File: src/rtl/seq_combolock_if.sv
// seq_combolock_if: keypad-side and status-side signals of the combination lock.
//   master : keypad/debouncer side (drives digit strobes and commands, reads status)
//   slave  : lock core side
//   Inputs to core : digit_valid, digit_in, clear, lock_cmd, prog_cmd
//   Outputs of core: unlocked, programming, locked_out, alarm,
//                    attempts_left, digit_count, entry_ok, entry_bad
interface seq_combolock_if #(
  parameter int DIGIT_W      = 4,
  parameter int NUM_DIGITS   = 4,
  parameter int MAX_ATTEMPTS = 3
);
  localparam int AW = $clog2(MAX_ATTEMPTS + 1);
  localparam int CW = $clog2(NUM_DIGITS + 1);

  logic               digit_valid;
  logic [DIGIT_W-1:0] digit_in;
  logic               clear;
  logic               lock_cmd;
  logic               prog_cmd;
  logic               unlocked;
  logic               programming;
  logic               locked_out;
  logic               alarm;
  logic [AW-1:0]      attempts_left;
  logic [CW-1:0]      digit_count;
  logic               entry_ok;
  logic               entry_bad;

  modport master (
    output digit_valid, digit_in, clear, lock_cmd, prog_cmd,
    input  unlocked, programming, locked_out, alarm,
           attempts_left, digit_count, entry_ok, entry_bad
  );

  modport slave (
    input  digit_valid, digit_in, clear, lock_cmd, prog_cmd,
    output unlocked, programming, locked_out, alarm,
           attempts_left, digit_count, entry_ok, entry_bad
  );
endinterface

File: src/rtl/seq_combolock.sv
// seq_combolock: multi-digit combination lock with attempt counting, timed
// lockout, latched alarm and a reprogrammable code register.
//   clk  : rising-edge clock
//   rst  : synchronous active-high reset
//   bus  : seq_combolock_if.slave (digit strobes, commands, status outputs)
module seq_combolock #(
  parameter int DIGIT_W        = 4,
  parameter int NUM_DIGITS     = 4,
  parameter logic [DIGIT_W*NUM_DIGITS-1:0] DEFAULT_CODE = 16'h1234,
  parameter int MAX_ATTEMPTS   = 3,
  parameter int LOCKOUT_CYCLES = 16,
  parameter int ALARM_LOCKOUTS = 2
) (
  input logic clk,
  input logic rst,
  seq_combolock_if.slave bus
);
  localparam int CODE_W = DIGIT_W * NUM_DIGITS;
  localparam int AW     = $clog2(MAX_ATTEMPTS + 1);
  localparam int CW     = $clog2(NUM_DIGITS + 1);
  localparam int TW     = (LOCKOUT_CYCLES > 1) ? $clog2(LOCKOUT_CYCLES) : 1;
  localparam int LW     = $clog2(ALARM_LOCKOUTS + 1);

  typedef enum logic [2:0] {
    S_ENTRY, S_OPEN, S_PROGRAM, S_LOCKOUT, S_ALARM
  } state_t;

  state_t            state_q, state_d;
  logic [CODE_W-1:0] code_q, code_d;
  logic [CODE_W-1:0] buf_q, buf_d;
  logic [CW-1:0]     cnt_q, cnt_d;
  logic [AW-1:0]     att_q, att_d;
  logic [LW-1:0]     lock_q, lock_d;
  logic [TW-1:0]     tmr_q, tmr_d;
  logic              ok_q, ok_d;
  logic              bad_q, bad_d;

  logic [CODE_W-1:0] entry;
  logic              last;
  logic [LW-1:0]     lock_inc;

  // Shift form keeps NUM_DIGITS=1 legal (no zero-width buffer slice).
  assign entry    = (buf_q << DIGIT_W) | CODE_W'(bus.digit_in);
  assign last     = (cnt_q == CW'(NUM_DIGITS - 1));
  assign lock_inc = lock_q + LW'(1);

  always_ff @(posedge clk) begin
    if (rst) begin
      state_q <= S_ENTRY;
      code_q  <= DEFAULT_CODE;
      buf_q   <= '0;
      cnt_q   <= '0;
      att_q   <= AW'(MAX_ATTEMPTS);
      lock_q  <= '0;
      tmr_q   <= '0;
      ok_q    <= 1'b0;
      bad_q   <= 1'b0;
    end else begin
      state_q <= state_d;
      code_q  <= code_d;
      buf_q   <= buf_d;
      cnt_q   <= cnt_d;
      att_q   <= att_d;
      lock_q  <= lock_d;
      tmr_q   <= tmr_d;
      ok_q    <= ok_d;
      bad_q   <= bad_d;
    end
  end

  always_comb begin
    state_d = state_q;
    code_d  = code_q;
    buf_d   = buf_q;
    cnt_d   = cnt_q;
    att_d   = att_q;
    lock_d  = lock_q;
    tmr_d   = tmr_q;
    ok_d    = 1'b0;
    bad_d   = 1'b0;
    case (state_q)
      S_ENTRY: begin
        if (bus.clear) begin
          cnt_d = '0;
          buf_d = '0;
        end else if (bus.digit_valid) begin
          if (last) begin
            cnt_d = '0;
            buf_d = '0;
            if (entry == code_q) begin
              state_d = S_OPEN;
              ok_d    = 1'b1;
              att_d   = AW'(MAX_ATTEMPTS);
              lock_d  = '0;
            end else begin
              bad_d = 1'b1;
              if (att_q > AW'(1)) begin
                att_d = att_q - AW'(1);
              end else begin
                att_d  = '0;
                lock_d = lock_inc;
                if (lock_inc == LW'(ALARM_LOCKOUTS)) begin
                  state_d = S_ALARM;
                end else begin
                  state_d = S_LOCKOUT;
                  tmr_d   = TW'(LOCKOUT_CYCLES - 1);
                end
              end
            end
          end else begin
            cnt_d = cnt_q + CW'(1);
            buf_d = entry;
          end
        end
      end
      S_LOCKOUT: begin
        if (tmr_q == '0) begin
          state_d = S_ENTRY;
          att_d   = AW'(MAX_ATTEMPTS);
        end else begin
          tmr_d = tmr_q - TW'(1);
        end
      end
      S_ALARM: begin
      end
      S_OPEN: begin
        if (bus.lock_cmd) begin
          state_d = S_ENTRY;
          att_d   = AW'(MAX_ATTEMPTS);
          cnt_d   = '0;
          buf_d   = '0;
        end else if (bus.prog_cmd) begin
          state_d = S_PROGRAM;
          cnt_d   = '0;
          buf_d   = '0;
        end
      end
      S_PROGRAM: begin
        if (bus.clear) begin
          state_d = S_OPEN;
          cnt_d   = '0;
          buf_d   = '0;
        end else if (bus.digit_valid) begin
          if (last) begin
            code_d  = entry;
            state_d = S_ENTRY;
            att_d   = AW'(MAX_ATTEMPTS);
            cnt_d   = '0;
            buf_d   = '0;
          end else begin
            cnt_d = cnt_q + CW'(1);
            buf_d = entry;
          end
        end
      end
      default: state_d = S_ENTRY;
    endcase
  end

  assign bus.unlocked      = (state_q == S_OPEN);
  assign bus.programming   = (state_q == S_PROGRAM);
  assign bus.locked_out    = (state_q == S_LOCKOUT);
  assign bus.alarm         = (state_q == S_ALARM);
  assign bus.attempts_left = att_q;
  assign bus.digit_count   = cnt_q;
  assign bus.entry_ok      = ok_q;
  assign bus.entry_bad     = bad_q;
endmodule

File: src/flat_wrapper.sv
// flat-port wrapper written by rule: the top's interface ports become plain ports
module seq_combolock_flat 
#(
  parameter int DIGIT_W        = 4,
  parameter int NUM_DIGITS     = 4,
  parameter logic [DIGIT_W*NUM_DIGITS-1:0] DEFAULT_CODE = 16'h1234,
  parameter int MAX_ATTEMPTS   = 3,
  parameter int LOCKOUT_CYCLES = 16,
  parameter int ALARM_LOCKOUTS = 2
)
  (clk, rst, bus_digit_valid, bus_digit_in, bus_clear, bus_lock_cmd, bus_prog_cmd, bus_unlocked, bus_programming, bus_locked_out, bus_alarm, bus_attempts_left, bus_digit_count, bus_entry_ok, bus_entry_bad);
  seq_combolock_if #(.DIGIT_W(DIGIT_W), .NUM_DIGITS(NUM_DIGITS), .MAX_ATTEMPTS(MAX_ATTEMPTS)) bus_i ();
  input logic clk;
  input logic rst;
  input wire logic [$bits(bus_i.digit_valid)-1:0] bus_digit_valid;
  input wire logic [$bits(bus_i.digit_in)-1:0] bus_digit_in;
  input wire logic [$bits(bus_i.clear)-1:0] bus_clear;
  input wire logic [$bits(bus_i.lock_cmd)-1:0] bus_lock_cmd;
  input wire logic [$bits(bus_i.prog_cmd)-1:0] bus_prog_cmd;
  output wire logic [$bits(bus_i.unlocked)-1:0] bus_unlocked;
  output wire logic [$bits(bus_i.programming)-1:0] bus_programming;
  output wire logic [$bits(bus_i.locked_out)-1:0] bus_locked_out;
  output wire logic [$bits(bus_i.alarm)-1:0] bus_alarm;
  output wire logic [$bits(bus_i.attempts_left)-1:0] bus_attempts_left;
  output wire logic [$bits(bus_i.digit_count)-1:0] bus_digit_count;
  output wire logic [$bits(bus_i.entry_ok)-1:0] bus_entry_ok;
  output wire logic [$bits(bus_i.entry_bad)-1:0] bus_entry_bad;
  assign bus_i.digit_valid = bus_digit_valid;
  assign bus_i.digit_in = bus_digit_in;
  assign bus_i.clear = bus_clear;
  assign bus_i.lock_cmd = bus_lock_cmd;
  assign bus_i.prog_cmd = bus_prog_cmd;
  assign bus_unlocked = bus_i.unlocked;
  assign bus_programming = bus_i.programming;
  assign bus_locked_out = bus_i.locked_out;
  assign bus_alarm = bus_i.alarm;
  assign bus_attempts_left = bus_i.attempts_left;
  assign bus_digit_count = bus_i.digit_count;
  assign bus_entry_ok = bus_i.entry_ok;
  assign bus_entry_bad = bus_i.entry_bad;
  seq_combolock #(.DIGIT_W(DIGIT_W), .NUM_DIGITS(NUM_DIGITS), .DEFAULT_CODE(DEFAULT_CODE), .MAX_ATTEMPTS(MAX_ATTEMPTS), .LOCKOUT_CYCLES(LOCKOUT_CYCLES), .ALARM_LOCKOUTS(ALARM_LOCKOUTS)) u_core (.clk(clk), .rst(rst), .bus(bus_i));
endmodule
File: config.mk
export PLATFORM = sky130hd
export DESIGN_NAME = seq_combolock_flat
export DESIGN_NICKNAME = d
export VERILOG_FILES = /design/src/rtl/seq_combolock_if.sv /design/src/rtl/seq_combolock.sv /design/src/flat_wrapper.sv
export SDC_FILE = /design/constraint.sdc
export NUM_CORES = 1
export LEC_CHECK = 0
export ABC_CLOCK_PERIOD_IN_PS = 5200
export CAP_MARGIN = 20
export CELL_PAD_IN_SITES_DETAIL_PLACEMENT = 0
export CELL_PAD_IN_SITES_GLOBAL_PLACEMENT = 2
export CORE_MARGIN = 10
export CORE_UTILIZATION = 30
export DETAILED_ROUTE_END_ITERATION = 6
export PLACE_DENSITY_LB_ADDON = 0.08
export SKIP_CTS_REPAIR_TIMING = 1
export SYNTH_ARGS = -nofsm -noshare
export SYNTH_HDL_FRONTEND = slang
export SYNTH_SLANG_ARGS = --single-unit
File: constraint.sdc
create_clock -name clk -period 5.2 [get_ports clk]
set_clock_uncertainty 0.15 [all_clocks]
set_input_delay 1.04 -clock clk [delete_from_list [all_inputs] [get_ports clk]]
set_output_delay 1.04 -clock clk [all_outputs]
set_load 0.03 [all_outputs]
==> results.md <==
* Yosys cell types at a little under 50
* Commonest non-fill, non-tap cell in the layout: dfxtp_1
* Post-route DRC at 0
* Via-to-Cell Ratio at 4.78
* CTS tree: yes
* Clk sinks at 44
* Worst endpoint required time at 4.01 ns
* Nets@finish at 265
* I/O pin cnt at 21
* Slew of the pin with the lowest slew margin at 0.834 ns
* Peak Freq at around 0.3 GHz
* FP Rows at 30
* Chip width at a little over 100 µm
* Leakage Power at 0.978 nW
* Placed instance count at 340
* Number of port buffers at 20
* Flop-to-flop setup slack at ~2.8 ns
* Count of pins over their slew limit at 0
* First-pass GRT wire length at 8800 µm
* Crit end category: output pin
* Fin util at 0.364
* Clock root buffer: clkbuf_8
* Synth Cell Area at roughly 2100 µm²
* Largest net degree at the start of global routing at 47
* RSZ-0062 raised after global routing: no
* RD Place Congestion at 0.719
* Synth warnings at 0
* Crit start category: register
* Endpoints failing hold at 0
* Sw power at 0.000140 W
* Logic pwr share at 0.059
* Setup TNS Final at 0 ns
* Hold Crit Class: reg -> reg
* Initial antenna violation count at 0
* Chip Height at 104 µm
* Worst-Skew Late Latency at 0.29 ns
* Register area share after synthesis at 0.419
* Clk slew on worst S/H paths at roughly 0.08 ns
* Fillers at roughly 750
* Post-DP HPWL at between 3000 and 4000 µm
* Post-route ant nets at 0
* Sw frac at 0.220
* Fin cells at 349
* CP Cell Sequence: inv_1, nor3_2, clkdlybuf4s50_1
* CP max-delay cell: clkdlybuf4s50_1
* Routed len/inst at 14.5 µm
* Share of post-route cells with drive strength above 1 at 0.0632
* Async set or reset register ratio after synthesis at 0
* Fin crit share at 0.645
* Crit-path max cell delay at ~0.77 ns
* Post-synth EDFFs at 0
* Max-cap check violation count at 0
* Status: completed
* Total grt overflow at 0
* H-tree depth at 2
* Vias in the first global route at 1,733
* Drt first-iter violations at 48
* Longest Clk Path Bufs at 2
* Vias at between 1,500 and 2,000
* Min Tclk post-route at between 3 and 4 ns
* Total CTS buffers at 5
* Clock Power Share at 0.403
* Syn_nets at 251
* Synth Flop Type: dfxtp_1
* Most frequent cells in the layout: 44 x dfxtp_1, 24 x nor2_1, 20 x nand2_1, 20 x clkdlybuf4s50_1, 17 x a21oi_1
* Power density over the cells at 258 nW/µm²
* DRT Pass-1 Iters at 4
* Fraction of power consumed by sequential logic at 0.538
* Critical path arrival at 2.17 ns
* Post-Route WL at 5050 µm
* CP Class: reg -> out
* Syn Inst Count at 238
* Slew headroom at 0.442
* Syn Area/Cell at 8.84 µm²
* Full die area at 10,800 µm²
* GRT Resource Usage Total at 0.0971
* Initial Utilization at 0.310
* ANT cells at 0
* Internal power at 0.000498 W
* Area delta synth->final at 17.5%
* Total core area at 6790 µm²
* Top-area cell type share of the netlist area at 0.419
* Synth area leader: dfxtp_1
* Max FO, Critical Path at 10
* Final setup vio count at 0
* FF+latch count, synth at 44
* Peak supply drop at around 0.11 mV
* Largest cells by area after synthesis: dfxtp_1 42%, xor2_1 6.7%, mux2i_1 5.2%, nor2_1 4.3%, a21oi_1 4.0%
## cell families after synthesis
kind of cell | share of synthesized area
buf+inv | 0.0517
flops | 0.419
mux | 0.0523
simple gates | 0.228
fa+ha+maj | 0.0178
xor+xnor | 0.0707
compound gates | 0.161
## cell usage after synthesis (3+ instances only)
| master | number |
|---|---|
| and3_1 | 5 |
| nor4_1 | 5 |
| nand2_1 | 20 |
| inv_1 | 7 |
| xor2_1 | 16 |
| buf_2 | 6 |
| a21oi_1 | 17 |
| nor2_1 | 24 |
| clkbuf_1 | 7 |
| a211o_1 | 6 |
| nand3_1 | 16 |
| mux2i_1 | 11 |
| ha_1 | 3 |
| and2_1 | 3 |
| a31oi_1 | 3 |
| nor3_1 | 6 |
| dfxtp_1 | 44 |
## stage by stage
step	worst slack, ns	total power [W]	hold slack, ns	cell area (µm²)
finish	1.84	0.000638	0.328	2470
global route	1.73	0.000666	0.344	2470
CTS	1.83	0.000649	0.332	2460
detailed placement	1.65	0.000388	0.319	2360
global placement	1.60	0.000389	0.317	2360
floorplan	2.66	0.000372	0.302	2100
## sequential cells by signal, indices dropped and copies added (netlist names)
signal and count:
u_core.buf_q 12, u_core.bus.attempts_left 2, u_core.bus.digit_count 3, u_core.bus.entry_bad 1
u_core.bus.entry_ok 1, u_core.code_q 16, u_core.lock_q 2, u_core.state_q 3
u_core.tmr_q 4
## power groups by stage
stage | clock, W | combinational [W] | sequential (W)
2_1_floorplan | 0 | 0.0000202 | 0.000352
3_3_place_gp | 0 | 0.0000380 | 0.000351
3_5_place_dp | 0 | 0.0000375 | 0.000351
4_1_cts | 0.000269 | 0.0000377 | 0.000343
5_1_grt | 0.000280 | 0.0000424 | 0.000344
6_report | 0.000257 | 0.0000376 | 0.000343
## final timing paths
path / start / to / cells after the start
setup / recovery: u_core.state_q[1] / bus_programming / 3
setup reg to reg: u_core.state_q[1] / u_core.code_q[12] / 4
hold reg to reg: u_core.buf_q[10] / u_core.buf_q[10] / 2
hold / removal: u_core.buf_q[10] / u_core.buf_q[10] / 2
## cell type report
class / count / area (µm²) / share of cell area
Inverter: 7 / 26.3 / 0.0106
Tap cell: 96 / 120 / 0.0486
Timing Repair Buffer: 23 / 223 / 0.0901
Clock inverter: 2 / 35.0 / 0.0142
Multi-Input combinational cell: 171 / 1110 / 0.451
Sequential cell: 44 / 881 / 0.356
Clock buffer: 6 / 72.6 / 0.0294
## critical path, delay by kind of cell, from the launching register on
family / cells / cell delay [ns]
buffers and inverters: 2 / 0.93
AND/OR/NAND/NOR: 1 / 0.39
flip-flops: 1 / 0.55
## metal layers
| metal | up-vias | global-route usage | share of wire |
|---|---|---|---|
| met1 | 774 | 0.135 | 0.55 |
| met3 | 4 | 0.0285 | 0.032 |
| met4 | 0 | 0.0328 | 0.0095 |
| li1 | 872 | - | - |
| met2 | 19 | 0.139 | 0.41 |
| met5 | - | 0 | 0 |
Power figures use the tool's default switching activity.
